--- src/rtl/tacho_pkg.sv ---
// Shared definitions for the fan tachometer: register offsets, CTRL bit map,
// FSM encodings and the saturating counter helper.
package tacho_pkg;

  localparam logic [1:0] TACHO_CTRL   = 2'd0;
  localparam logic [1:0] TACHO_DATA   = 2'd1;
  localparam logic [1:0] TACHO_THRESH = 2'd2;

  localparam int CTRL_EN    = 0;
  localparam int CTRL_STALL = 6;
  localparam int CTRL_VALID = 7;

  typedef enum logic [1:0] {
    ST_IDLE = 2'd0,
    ST_ARM  = 2'd1,
    ST_RUN  = 2'd2
  } tacho_state_e;

  function automatic logic [7:0] sat_inc(input logic [7:0] v);
    return (v == 8'hff) ? v : v + 8'd1;
  endfunction

endpackage

--- src/rtl/tacho_if.sv ---
// CSR bus bundle between the I2C-slave register block and the tachometer.
interface tacho_if;
  logic [4:0] csr_a;
  logic [7:0] csr_di;
  logic       csr_we;
  logic [7:0] csr_do;

  modport master (output csr_a, output csr_di, output csr_we, input  csr_do);
  modport slave  (input  csr_a, input  csr_di, input  csr_we, output csr_do);
endinterface

--- src/rtl/tacho_filter.sv ---
// Tach input conditioning: 2-FF synchronizer, then a FILT_LEN-sample
// majority-free run filter clocked by pulse_ce; emits level and a 1-clk rise.
module tacho_filter #(
  parameter int FILT_LEN = 2
) (
  input  logic clk,
  input  logic rst_n,
  input  logic pulse_ce,
  input  logic tach_in,
  output logic level,
  output logic rise
);

  logic       s1, s2;
  logic [1:0] run;

  always_ff @(posedge clk or negedge rst_n) begin
    if (!rst_n) begin
      s1    <= 1'b0;
      s2    <= 1'b0;
      run   <= 2'd0;
      level <= 1'b0;
      rise  <= 1'b0;
    end else begin
      s1   <= tach_in;
      s2   <= s1;
      rise <= 1'b0;
      if (pulse_ce) begin
        // Count consecutive samples disagreeing with the current level.
        if (s2 != level) begin
          if (run == 2'(FILT_LEN - 1)) begin
            level <= s2;
            run   <= 2'd0;
            rise  <= s2;
          end else begin
            run <= run + 2'd1;
          end
        end else begin
          run <= 2'd0;
        end
      end
    end
  end

endmodule

--- src/rtl/tacho.sv ---
// Fan tachometer: counts filtered tach rising edges per gate_ce interval and
// publishes the count on the CSR bus. Optional stall IRQ under `TACHO_IRQ_EN.
module tacho
  import tacho_pkg::*;
#(
  parameter logic [4:0] BASE_ADDR = 5'h1c,
  parameter int         FILT_LEN  = 2
) (
  input  logic    clk,
  input  logic    rst_n,
  input  logic    pulse_ce,
  input  logic    gate_ce,
  input  logic    tach_in,
  tacho_if.slave  bus,
  output logic    irq
);

  tacho_state_e state, state_nxt;
  logic         en, en_nxt, valid, rise, level;
  logic [7:0]   cnt, data;
  logic         stall;
  logic         hit_ctrl, hit_data, wr_ctrl;

  tacho_filter #(.FILT_LEN(FILT_LEN)) u_filt (
    .clk      (clk),
    .rst_n    (rst_n),
    .pulse_ce (pulse_ce),
    .tach_in  (tach_in),
    .level    (level),
    .rise     (rise)
  );

  assign hit_ctrl = (bus.csr_a == BASE_ADDR + 5'(TACHO_CTRL));
  assign hit_data = (bus.csr_a == BASE_ADDR + 5'(TACHO_DATA));
  assign wr_ctrl  = bus.csr_we & hit_ctrl;
  // EN as it will be after this clk; lets an EN clear beat a coincident gate.
  assign en_nxt   = wr_ctrl ? bus.csr_di[CTRL_EN] : en;

  always_ff @(posedge clk or negedge rst_n) begin
    if (!rst_n) state <= ST_IDLE;
    else        state <= state_nxt;
  end

  always_comb begin
    state_nxt = state;
    if (!en_nxt) begin
      state_nxt = ST_IDLE;
    end else begin
      case (state)
        ST_IDLE: state_nxt = ST_ARM;
        ST_ARM:  if (gate_ce) state_nxt = ST_RUN;
        ST_RUN:  state_nxt = ST_RUN;
        default: state_nxt = ST_IDLE;
      endcase
    end
  end

  always_ff @(posedge clk or negedge rst_n) begin
    if (!rst_n) begin
      en    <= 1'b0;
      cnt   <= 8'd0;
      data  <= 8'd0;
      valid <= 1'b0;
    end else begin
      en <= en_nxt;
      if (!en_nxt) begin
        cnt   <= 8'd0;
        data  <= 8'd0;
        valid <= 1'b0;
      end else begin
        case (state)
          ST_ARM: begin
            if (gate_ce)   cnt <= 8'd0;
            else if (rise) cnt <= sat_inc(cnt);
          end
          ST_RUN: begin
            if (gate_ce) begin
              data  <= cnt;
              valid <= 1'b1;
              cnt   <= rise ? 8'd1 : 8'd0;
            end else if (rise) begin
              cnt <= sat_inc(cnt);
            end
          end
          default: cnt <= 8'd0;
        endcase
      end
    end
  end

`ifdef TACHO_IRQ_EN
  logic [7:0] thresh;
  logic       hit_thresh, stall_set, stall_clr;

  assign hit_thresh = (bus.csr_a == BASE_ADDR + 5'(TACHO_THRESH));
  // cnt here is the value being latched into DATA; THRESH=0 can never trip.
  assign stall_set  = (state == ST_RUN) && gate_ce && en_nxt && (cnt < thresh);
  assign stall_clr  = wr_ctrl & bus.csr_di[CTRL_STALL];

  always_ff @(posedge clk or negedge rst_n) begin
    if (!rst_n) begin
      thresh <= 8'd0;
      stall  <= 1'b0;
    end else begin
      if (bus.csr_we && hit_thresh) thresh <= bus.csr_di;
      stall <= stall_set | (stall & ~stall_clr);
    end
  end

  assign irq = stall & en;
`else
  assign stall = 1'b0;
  assign irq   = 1'b0;
`endif

  always_comb begin
    bus.csr_do = 8'h00;
    if (hit_ctrl) begin
      bus.csr_do[CTRL_EN]    = en;
      bus.csr_do[CTRL_STALL] = stall;
      bus.csr_do[CTRL_VALID] = valid;
    end else if (hit_data) begin
      bus.csr_do = data;
    end
`ifdef TACHO_IRQ_EN
    else if (hit_thresh) begin
      bus.csr_do = thresh;
    end
`endif
  end

endmodule

--- src/flat_wrapper.sv ---
// flat-port wrapper written by rule: the top's interface ports become plain ports
module tacho_flat import tacho_pkg::*;
#(
  parameter logic [4:0] BASE_ADDR = 5'h1c,
  parameter int         FILT_LEN  = 2
)
  (clk, rst_n, pulse_ce, gate_ce, tach_in, irq, bus_csr_a, bus_csr_di, bus_csr_we, bus_csr_do);
  tacho_if bus_i ();
  input  logic clk;
  input  logic rst_n;
  input  logic pulse_ce;
  input  logic gate_ce;
  input  logic tach_in;
  output logic irq;
  input wire logic [$bits(bus_i.csr_a)-1:0] bus_csr_a;
  input wire logic [$bits(bus_i.csr_di)-1:0] bus_csr_di;
  input wire logic [$bits(bus_i.csr_we)-1:0] bus_csr_we;
  output wire logic [$bits(bus_i.csr_do)-1:0] bus_csr_do;
  assign bus_i.csr_a = bus_csr_a;
  assign bus_i.csr_di = bus_csr_di;
  assign bus_i.csr_we = bus_csr_we;
  assign bus_csr_do = bus_i.csr_do;
  tacho #(.BASE_ADDR(BASE_ADDR), .FILT_LEN(FILT_LEN)) u_core (.clk(clk), .rst_n(rst_n), .pulse_ce(pulse_ce), .gate_ce(gate_ce), .tach_in(tach_in), .bus(bus_i), .irq(irq));
endmodule
--- config.mk ---
export PLATFORM = sky130hd
export DESIGN_NAME = tacho_flat
export DESIGN_NICKNAME = d
export VERILOG_FILES = /design/src/rtl/tacho_pkg.sv /design/src/rtl/tacho_if.sv /design/src/rtl/tacho_filter.sv /design/src/rtl/tacho.sv /design/src/flat_wrapper.sv
export SDC_FILE = /design/constraint.sdc
export NUM_CORES = 1
export LEC_CHECK = 0
export CELL_PAD_IN_SITES_DETAIL_PLACEMENT = 0
export CELL_PAD_IN_SITES_GLOBAL_PLACEMENT = 1
export CORE_ASPECT_RATIO = 0.6
export CORE_MARGIN = 4
export CORE_UTILIZATION = 39
export DETAILED_ROUTE_END_ITERATION = 10
export PLACE_DENSITY_LB_ADDON = 0.3
export RECOVER_POWER = 50
export SLEW_MARGIN = 10
export SYNTH_ARGS = -nofsm -noshare
export SYNTH_HDL_FRONTEND = slang
export SYNTH_HIERARCHICAL = 1
export SYNTH_SLANG_ARGS = --single-unit
--- constraint.sdc ---
create_clock -name clk -period 4.9 [get_ports clk]
set_input_delay 0.735 -clock clk [delete_from_list [all_inputs] [get_ports clk]]
set_output_delay 0.735 -clock clk [all_outputs]
set_load 0.03 [all_outputs]
Word level (Yosys, flattened, before mapping)
Cells that the tools add are included.
{"block": "totals", "register_bits": 26, "latch_bits": 0, "mem_bits_rw": 0, "romBits": 0, "inputBits": 19, "output_inout_bits": 9, "elab_cells": 52, "mem_count": 0}
{"block": "classes", "add_sub_neg": 2, "n_mul": 0, "div": 0, "order_cmp": 0, "n_eq_ne": 10, "shifts": 0, "mux": 26, "n_bitwise": 1, "n_reduce_logical": 3}
{"cell": "8-bit 2-to-1 mux", "n": 9}
{"cell": "8-bit one-hot mux with 2 select lines", "n": 1}
{"cell": "5-bit equality test, second input constant", "n": 2}
{"cell": "2-bit 2-to-1 mux", "n": 5}
{"cell": "1-bit 2-to-1 mux", "n": 9}
{"cell": "8-bit by 1-bit adder with 8-bit output, second input constant", "n": 1}
{"cell": "8-bit equality test, second input constant", "n": 1}
{"cell": "2-bit one-hot mux with 3 select lines", "n": 1}
{"cell": "5-bit 2-to-1 mux", "n": 1}
{"cell": "2-bit by 1-bit equality test with 1-bit output, second input constant", "n": 2}
{"cell": "2-bit != test, second input constant", "n": 2}
{"cell": "3-bit != test, second input constant", "n": 1}
{"cell": "3-bit AND reduction", "n": 1}
{"cell": "2-bit by 1-bit adder with 2-bit output, second input constant", "n": 1}
{"cell": "2-bit equality test, second input constant", "n": 1}
{"cell": "2-bit logical NOT", "n": 1}
{"cell": "2-bit AND reduction", "n": 1}
{"cell": "1-bit AND", "n": 1}
{"cell": "1-bit != test", "n": 1}

Depth between registers and ports, before layout
Gate-level depths: netlist (run 1).
{"block": "depth", "word_depth": 6, "mapped_depth": 6}

Cells and area by module
Netlist (run 1), hierarchy kept.
{"module": "tacho", "instances": 1, "cells_each": 120, "area_per_inst_um2": 1121.1, "seq_area_each_um2": 500.5}
{"module": "tacho_filter", "instances": 1, "cells_each": 16, "area_per_inst_um2": 224.0, "seq_area_each_um2": 150.1}

Worst setup path after synthesis (run 1)
OpenSTA, ideal clock, no wires.
{"block": "synth_path", "path_type": "input -> output", "startpoint": "input port bus_csr_a[1]", "endpoint": "output port bus_csr_do[1]", "arrival_ns": 1.434, "required_ns": 4.165, "path_slack_ns": 2.731, "path_stages": 3, "n_path_buf": 0, "cell_sequence": "nand4b_4 > nor2_1 > and2_1"}
{"block": "synth_between", "elab_chain_len": 3}
{"item": "start: declaration", "line_no": "flat_wrapper.sv:15", "source": "input wire logic [$bits(bus_i.csr_a)-1:0] bus_csr_a;"}
{"item": "5-bit equality test", "line_no": "tacho.sv:34", "source": "assign hit_data = (bus.csr_a == BASE_ADDR + 5'(TACHO_DATA));"}
{"item": "8-bit 2-to-1 mux", "line_no": "tacho.sv:122", "source": "end else if (hit_data) begin"}
{"item": "5-bit 2-to-1 mux *", "line_no": "tacho.sv:118", "source": "if (hit_ctrl) begin"}
{"item": "end: declaration", "line_no": "flat_wrapper.sv:18", "source": "output wire logic [$bits(bus_i.csr_do)-1:0] bus_csr_do;"}
Every way passes the cells marked *; elsewhere a longest branch is shown, timed or not.

Worst setup path in the final report (run 1)
{"block": "layout_path", "startpoint": "input port bus_csr_a[0]", "endpoint": "output port bus_csr_do[1]"}
The elaborated chain is that of the path after synthesis.

==> metrics.cfg, run 1 <==
[power_and_ir_drop]
power_frac_seq_pct=49.0
p_leak_nw=0.681
p_per_area_mw_per_mm2=304
combPwrFrac_pct=15.3
p_switching_mw=0.124
p_int_mw=0.373
vdd_ir_drop_max_uv=164
switching_share_pct=24.9
clockPowerShare_pct=35.8

[final_layout]
final_net_count=180
n_antenna_cell=0
drive_above_1_share_pct=10.3
final_cells=201
nFillCells=324
area.sequential_sq_um=651
design_area_sq_mm=0.00164
syn_to_final_growth_pct=21.7
multiInputGateArea_sq_um=652

[floorplan]
die_y_um=53.5
ios=28
num_rows=16
dieArea_sq_mm=0.00448
fp.coreArea_sq_mm=0.00328
start_util_pct=41.0
die_w_um=83.8

[timing]
setup_ws_ns=1.63
period_minus_slack_ns=3.27
relSlewSlack_pct=5.87
fin_skew_ns=0.00336
fin_crit_sh_pct=66.7
hold_violations=0
fmax_mhz=306
whs_ns=0.358
fin_tns_setup_ns=0
slew_violations=0
worst_slew_pin_slew_ns=1.41
setup_viol=0
rsz0062_at_grt=false

[worst_hold_path]
holdCritStartpoint=u_core/u_filt/s1
min_path_type=reg -> reg

[synth]
synth_mux_area_share_pct=4.84
synth_cell_types=36
syn_nets=159
synth_xor_area_share_pct=1.30
synth_area_leaders=dfrtp_1 48%, nand2_1 5.9%, a21oi_1 4.1%
synth.top_cell.area_share_pct=48.4
synth_compound_area_share_pct=9.86
syn_area_sq_mm=0.00135
synth_ff_type=dfrtp_1
synth_seq_area_share_pct=48.4
yosysMostFrequentCell=dfrtp_1
postSynthAreaPerCell_sq_um=9.89
synth_top_area_cell=dfrtp_1
ys_ff_latch=26
synth_top_family_by_area=simple AND/OR/NAND/NOR gates
synth_cells=136
ys_top_cells_by_count=26 x dfrtp_1, 21 x nand2_1, 13 x nor2_1
yosys.area_share.adder_pct=3.72
synthSimpleGateAreaFrac_pct=28.5
synth_edf_count=0
async_flop_share_pct=100
ys_warn_count=6

[critical_path]
required_ns=4.16
cp-startpoint=bus_csr_a[0]
cp_slowest_stage_delay_ns=0.67
crit_path_top_delay_cell=clkdlybuf4s50_1
critical_path.top_delay_family=buffers and inverters
startpoint_type=input pin
critical_path.max_fanout=6
worstPathCellList=clkdlybuf4s50_1 > inv_1 > nor2_1 > and2_1 > clkdlybuf4s50_1
cp.buffers_inverters=3
crit_type=in -> out
crit_path_frequent_cell=clkdlybuf4s50_1
reg2reg_from=u_core/cnt[0]
arrival_ns=2.53
crit_path_end_kind=output pin

[routing]
drt-vias-per-instance=4.99
wl_mm=2.73
drt-initial-drc-count=53
ant_nets=0
vias=1003
drc=0
drt_first_pass_iters=4
wire_per_inst_um=13.6

[place]
place_hpwl_mm=2.06
place_congestion=0.738
placed_cells=197
port_buffers=19
pre_cts_ws_ns=1.61
placed_cell_area_sq_mm=0.00157

[flow_run]
cap_viol_max_count=0

[global_route]
antenna_found_initial=0
grt_pass1_wl_mm=4.55
overflow=0
grt_max_degree=27
grt_pass1_vias=915
grt_use_total_pct=13.2

[clock_network]
cts_root_buffer=clkbuf_8
path_clk_slew_ns=0.09
cts_resized=0
cts_buffers=3
clockBufferDepth=2
cts_setup_buffers=0
cts_tree=yes
h-tree-depth=1
hold_buffers=0
cts_sinks=26
clk_latency_ns=0.27

[status]
status=finished, final reports clean

==> through the flow <==
stage	utilization (%)	power (mW)
final	49.8	0.497
after global routing	49.8	0.524
after CTS	50.0	0.503
after detailed placement	47.9	0.324
after global placement	47.9	0.318
after floorplan	-	0.296
==> power by group through the flow <==
stage | Clock, mW | Combinational (mW) | Sequential, mW
CTS | 0.184 | 0.0770 | 0.243
global route | 0.193 | 0.0853 | 0.245
global placement | 0 | 0.0733 | 0.245
finish | 0.178 | 0.0759 | 0.244
detailed placement | 0 | 0.0765 | 0.247
floorplan | 0 | 0.0525 | 0.243
==> layout by cell type, fill, tap and decap left out, types with 2 or more instances in the layout <==
cell type,synthesis,layout
dfrtp_1,26,26
nand2_1,21,21
clkdlybuf4s50_1,0,16
nor2_1,13,13
a21oi_1,11,11
and2_1,7,7
inv_1,6,6
o21ai_0,5,5
mux2i_1,5,5
ha_1,4,4
clkbuf_8,0,3
nor3_1,3,3
nand2b_1,3,3
dlygate4sd3_1,0,2
nor2_2,2,2
nor3b_1,2,2
or2_2,2,2
xnor2_1,2,2
nand3_1,2,2
nand3b_1,2,2
==> final timing paths <==
| kind | end | cells after the start | slack, ns |
|---|---|---|---|
| worst min register to register | u_core/u_filt/s2 | 0 | 0.36 |
| max in group asynchronous | u_core/u_filt/s2 | 1 | 3.30 |
| min in group asynchronous | u_core/u_filt/run[1] | 1 | 0.77 |
| worst max register to register | u_core/cnt[0] | 5 | 3.18 |
| worst min-delay path | u_core/u_filt/s2 | 0 | 0.36 |
| worst max-delay path | bus_csr_do[1] | 5 | 1.63 |
==> state kept, by name, summed over array words and instances, names as in the netlist <==
name                 flops
u_core/cnt               8
u_core/data              8
u_core/en                1
u_core/state             2
u_core/u_filt/level      1
u_core/u_filt/rise       1
u_core/u_filt/run        2
u_core/u_filt/s1         1
u_core/u_filt/s2         1
u_core/valid             1
==> layer usage <==
metal | global-route usage [%] | wire length (um)
met1 | 19.1 | 1490
met2 | 18.5 | 1060
met4 | 3.21 | 19
met3 | 4.67 | 166
met5 | 0 | 0
==> kinds of logic after synthesis <==
kind of cell               count (synthesis)
DFF                                       26
muxes                                      6
and+or+nand+nor                           66
buffers and inverters                      9
AOI/OAI and AO/OA                         22
other                                      1
adders and majority gates                  4
xor gates and xnor gates                   2
==> final cells by class <==
class	count	area share, %
Sequential cell	26	39.8
Tap cell	45	3.44
Inverter	6	1.38
Clock inverter	1	1.83
Timing Repair Buffer	19	11.2
Clock buffer	3	2.52
Multi-Input combinational cell	101	39.8
(Power assumes the default switching activity.)
==> inputs of run 2 (changes only) <==
--- a/config.mk
+++ b/config.mk
@@ -9,7 +9,7 @@
 export CELL_PAD_IN_SITES_GLOBAL_PLACEMENT = 1
 export CORE_ASPECT_RATIO = 0.6
 export CORE_MARGIN = 4
-export CORE_UTILIZATION = 39
+export CORE_UTILIZATION = 34
 export DETAILED_ROUTE_END_ITERATION = 10
 export PLACE_DENSITY_LB_ADDON = 0.3
 export RECOVER_POWER = 50
==> constraint.sdc (replaced) <==
create_clock -name clk -period 2.65 [get_ports clk]
set_input_delay 0.3975 -clock clk [delete_from_list [all_inputs] [get_ports clk]]
set_output_delay 0.3975 -clock clk [all_outputs]
set_load 0.03 [all_outputs]
==> metrics.cfg, run 2 (synthesis gave the netlist of run 1 again) <==
[timing]
rsz0062_at_grt=false
fin_crit_sh_pct=94.3
fmax_mhz=400
whs_ns=0.359  ; +0.00138 ns
relSlewSlack_pct=9.28  ; +3.4 points
fin_tns_setup_ns=0  ; unchanged
period_minus_slack_ns=2.50
setup_viol=0  ; unchanged
setup_ws_ns=0.150  ; -1.48 ns
fin_skew_ns=0.00729  ; +0.00394 ns
slew_violations=0  ; unchanged
worst_slew_pin_slew_ns=1.36  ; -0.0511 ns
hold_violations=0  ; unchanged

[floorplan]
num_rows=17  ; +1
start_util_pct=35.9  ; -5.0 points
fp.coreArea_sq_mm=0.00374  ; +14%
die_w_um=89.2  ; +6.4%
die_y_um=56.7  ; +6.0%
ios=28  ; unchanged
dieArea_sq_mm=0.00506  ; +13%

[power_and_ir_drop]
vdd_ir_drop_max_uv=252  ; +54%
p_leak_nw=0.694  ; +1.9%
total_power_mw=0.919  ; +85%
p_per_area_mw_per_mm2=552  ; +82%

[clock_network]
cts_buffers=3  ; unchanged
h-tree-depth=1  ; unchanged
cts_sinks=26  ; unchanged
hold_buffers=0  ; unchanged
clockBufferDepth=2  ; unchanged
path_clk_slew_ns=0.08  ; about the same
cts_tree=yes
cts_resized=0  ; unchanged
cts_setup_buffers=0  ; unchanged
cts_root_buffer=clkbuf_8
clk_latency_ns=0.27  ; about the same

[routing]
drt-vias-per-instance=4.87  ; -2.4%
ant_nets=0  ; unchanged
wire_per_inst_um=13.1  ; -3.4%
vias=1003  ; unchanged
drc=0  ; unchanged
drt-initial-drc-count=79  ; +49%
wl_mm=2.71  ; -0.99%
drt_first_pass_iters=5  ; +1

[global_route]
grt_max_degree=27  ; unchanged
antenna_found_initial=0  ; unchanged
grt_pass1_wl_mm=4.58  ; +0.75%
overflow=0  ; unchanged
grt_use_total_pct=12.0  ; -1.2 points
grt_pass1_vias=961  ; +5.0%

[place]
place_congestion=0.777  ; +5.3%
pre_cts_ws_ns=0.120  ; -1.49 ns
port_buffers=19  ; unchanged
place_hpwl_mm=2.01  ; -2.2%

[final_layout]
top_regs=u_core/cnt x8, u_core/data x8
syn_to_final_growth_pct=23.7
drive_above_1_share_pct=11.3  ; +1.1 points
final_net_count=183  ; +1.7%
n_antenna_cell=0  ; unchanged
layout.cells.most_common=dfrtp_1
final_cell_mix=26 x dfrtp_1, 21 x nand2_1, 16 x clkdlybuf4s50_1

[worst_hold_path]
min_path_type=reg -> reg

[critical_path]
arrival_ns=2.10  ; -0.43 ns
crit_path_end_kind=output pin
crit_type=in -> out
startpoint_type=input pin
critical_path.max_fanout=6  ; unchanged
required_ns=2.25  ; -1.91 ns

[status]
status=finished, final reports clean

[flow_run]
cap_viol_max_count=0  ; unchanged

## run 2: final timing paths
check | startpoint | to | slack [ns] | cells after the start
hold reg to reg | u_core/u_filt/s1 | u_core/u_filt/s2 | 0.36 | 0
min in group asynchronous | rst_n | u_core/data[3] | 0.95 | 2
setup / recovery | bus_csr_a[4] | bus_csr_do[4] | 0.15 | 5
max in group asynchronous | rst_n | u_core/u_filt/s1 | 0.90 | 2
setup reg to reg | u_core/cnt[0] | u_core/cnt[0] | 0.92 | 5
hold / removal | u_core/u_filt/s1 | u_core/u_filt/s2 | 0.36 | 0
## run 2: worst max-delay path: stages
cell	delay [ns]
clkdlybuf4s50_1	0.51
nand4b_4	0.12
nor2_1	0.23
and2_1	0.18
clkdlybuf4s50_1	0.67
## run 2: per-layer routing
layer	wire (um)	part of all wire (%)	global-route usage, %	up-vias
met5	0	0	0	-
met3	200	7.4	4.25	5
met4	39	1.4	4.88	0
met1	1420	52	18.1	464
li1	-	-	-	509
met2	1050	39	15.2	25
## run 2: per-stage QoR
step	cell area (sq um)	util, %	cells
after floorplan	1350	-	136
after global placement	1600	42.6	202
after detailed placement	1600	42.6	202
after CTS	1670	44.6	206
after global routing	1660	44.5	206
final	1660	44.5	206
## run 2: area by class of cell
| class | count | area, sq um |
|---|---|---|
| Clock inverter | 1 | 30.0 |
| Inverter | 6 | 22.5 |
| Tap cell | 47 | 58.8 |
| Clock buffer | 3 | 41.3 |
| Fill cell | 363 | 2080 |
| Multi-Input combinational cell | 101 | 652 |
| Timing Repair Buffer | 22 | 209 |
| Sequential cell | 26 | 651 |
## run 2: power by group
part	switching [mW]	internal (mW)	total, mW	leakage (nW)
clock network	0.126	0.202	0.328	0.0357
logic	0.0749	0.0677	0.143	0.305
registers	0.0246	0.424	0.448	0.353
total	0.225	0.694	0.919	0.694
==> inputs of run 3 (changes only) <==
--- a/config.mk
+++ b/config.mk
@@ -8,7 +8,6 @@
 export CELL_PAD_IN_SITES_DETAIL_PLACEMENT = 0
 export CELL_PAD_IN_SITES_GLOBAL_PLACEMENT = 1
 export CORE_ASPECT_RATIO = 0.6
-export CORE_MARGIN = 4
 export CORE_UTILIZATION = 34
 export DETAILED_ROUTE_END_ITERATION = 10
 export PLACE_DENSITY_LB_ADDON = 0.3
==> metrics.cfg, run 3 (synthesis gave the netlist of run 1 again) <==
[clock_network]
cts_tree=yes
cts_buffers=3  ; unchanged
clockBufferDepth=2  ; unchanged
path_clk_slew_ns=0.08  ; about the same
cts_root_buffer=clkbuf_8
clk_latency_ns=0.27  ; about the same
cts_setup_buffers=0  ; unchanged
h-tree-depth=1  ; unchanged
cts_sinks=26  ; unchanged

[final_layout]
drive_above_1_share_pct=11.9  ; +0.63 points
n_antenna_cell=0  ; unchanged
area.sequential_sq_um=651  ; unchanged
layout.cells.most_common=dfrtp_1
nFillCells=368  ; +1.4%
multiInputGateArea_sq_um=654  ; +0.38%
syn_to_final_growth_pct=23.9
final_cell_mix=26 x dfrtp_1, 21 x nand2_1, 16 x clkdlybuf4s50_1
final_net_count=183  ; unchanged
top_regs=u_core/cnt x8, u_core/data x8

[floorplan]
num_rows=17  ; unchanged
dieArea_sq_mm=0.00422  ; -17%
die_w_um=83.2  ; -6.7%
fp.coreArea_sq_mm=0.00372  ; -0.57%
start_util_pct=36.1  ; +0.21 points
ios=28  ; unchanged
die_y_um=50.7  ; -11%

[global_route]
antenna_found_initial=0  ; unchanged
grt_pass1_wl_mm=4.86  ; +6.2%
overflow=0  ; unchanged
grt_pass1_vias=989  ; +2.9%
grt_max_degree=27  ; unchanged
grt_use_total_pct=15.0  ; +3.0 points

[critical_path]
required_ns=2.25  ; about the same
startpoint_type=input pin
arrival_ns=2.04  ; -0.06 ns
crit_type=in -> out
critical_path.max_fanout=6  ; unchanged
crit_path_end_kind=output pin

[timing]
hold_violations=0  ; unchanged
worst_slew_pin_slew_ns=1.40  ; +0.0419 ns
fin_crit_sh_pct=91.9  ; -2.4 points
fin_tns_setup_ns=0  ; unchanged
slew_violations=0  ; unchanged
fin_skew_ns=0.00767  ; +0.000374 ns
setup_ws_ns=0.214  ; +0.0640 ns
rsz0062_at_grt=false
relSlewSlack_pct=6.49  ; -2.8 points
period_minus_slack_ns=2.44  ; -0.0640 ns
setup_viol=0  ; unchanged
fmax_mhz=411  ; +2.6%

[power_and_ir_drop]
p_per_area_mw_per_mm2=553  ; +0.20%
vdd_ir_drop_max_uv=251  ; -0.23%
p_leak_nw=0.694  ; about the same

[worst_hold_path]
min_path_type=reg -> reg

[routing]
drt-initial-drc-count=36  ; -54%
ant_nets=0  ; unchanged
wl_mm=2.75  ; +1.7%
wire_per_inst_um=13.4  ; +1.7%
drt-vias-per-instance=4.82  ; -1.0%
vias=993  ; -1.0%
drt_first_pass_iters=4  ; -1
drc=0  ; unchanged

[place]
pre_cts_ws_ns=0.0963  ; -0.0235 ns
port_buffers=19  ; unchanged
place_congestion=0.749  ; -3.7%
place_hpwl_mm=2.06  ; +2.6%

[status]
status=finished, final reports clean

[flow_run]
cap_viol_max_count=0  ; unchanged

run 3: cell counts in the layout (fill, tap and decap cells not counted):
No cell type changed its count.
run 3: power breakdown:
part,switching [mW],internal (mW)
combinational,0.0804,0.0680
sequential,0.0242,0.424
clock,0.124,0.202
run 3: worst max-delay path, cell delays in order:
cell and delay [ns]:
clkdlybuf4s50_1 0.50, nand4b_4 0.12, nor2_2 0.20, and2_1 0.16, clkdlybuf4s50_1 0.66
run 3: cell type report:
| cell class | instances | share of cell area (%) |
|---|---|---|
| clock buffers | 3 | 2.48 |
| clock inverters | 1 | 1.80 |
| inverters | 6 | 1.35 |
| multi-input cells | 101 | 39.3 |
| flip-flops and latches | 26 | 39.0 |
| well taps | 47 | 3.53 |
| repair buffers | 22 | 12.5 |
run 3: per-stage QoR:
step	area [sq um]	total power, mW	utilization (%)	hold slack, ns	cells
3_3_place_gp	1600	0.593	42.9	0.332	202
2_1_floorplan	1350	0.547	-	0.102	136
3_5_place_dp	1600	0.606	42.9	0.346	202
5_1_grt	1670	0.978	44.8	0.371	206
6_report	1670	0.922	44.8	0.362	206
4_1_cts	1670	0.940	44.8	0.367	206
run 3: worst paths after layout:
kind | depth (start not counted) | endpoint | slack (ns) | start
setup reg to reg | 5 | u_core/cnt[0] | 0.94 | u_core/cnt[0]
hold reg to reg | 0 | u_core/u_filt/s2 | 0.36 | u_core/u_filt/s1
min in group asynchronous | 2 | u_core/cnt[1] | 0.97 | rst_n
hold / removal | 0 | u_core/u_filt/s2 | 0.36 | u_core/u_filt/s1
setup / recovery | 5 | bus_csr_do[1] | 0.21 | bus_csr_a[4]
max in group asynchronous | 2 | u_core/state[0] | 0.86 | rst_n
run 3: timing repair:
action,4_1_cts,5_1_grt
hold buffers,0,0
setup endpoints to repair,0,1
resized for setup,0,1
run 3: metal layers:
metal / global-route usage, % / part of all wire [%] / vias up
met5: 0 / 0 / -
met4: 3.45 / 0 / 0
met1: 21.5 / 53 / 465
met3: 5.10 / 5.3 / 0
li1: - / - / 508
met2: 21.6 / 42 / 20
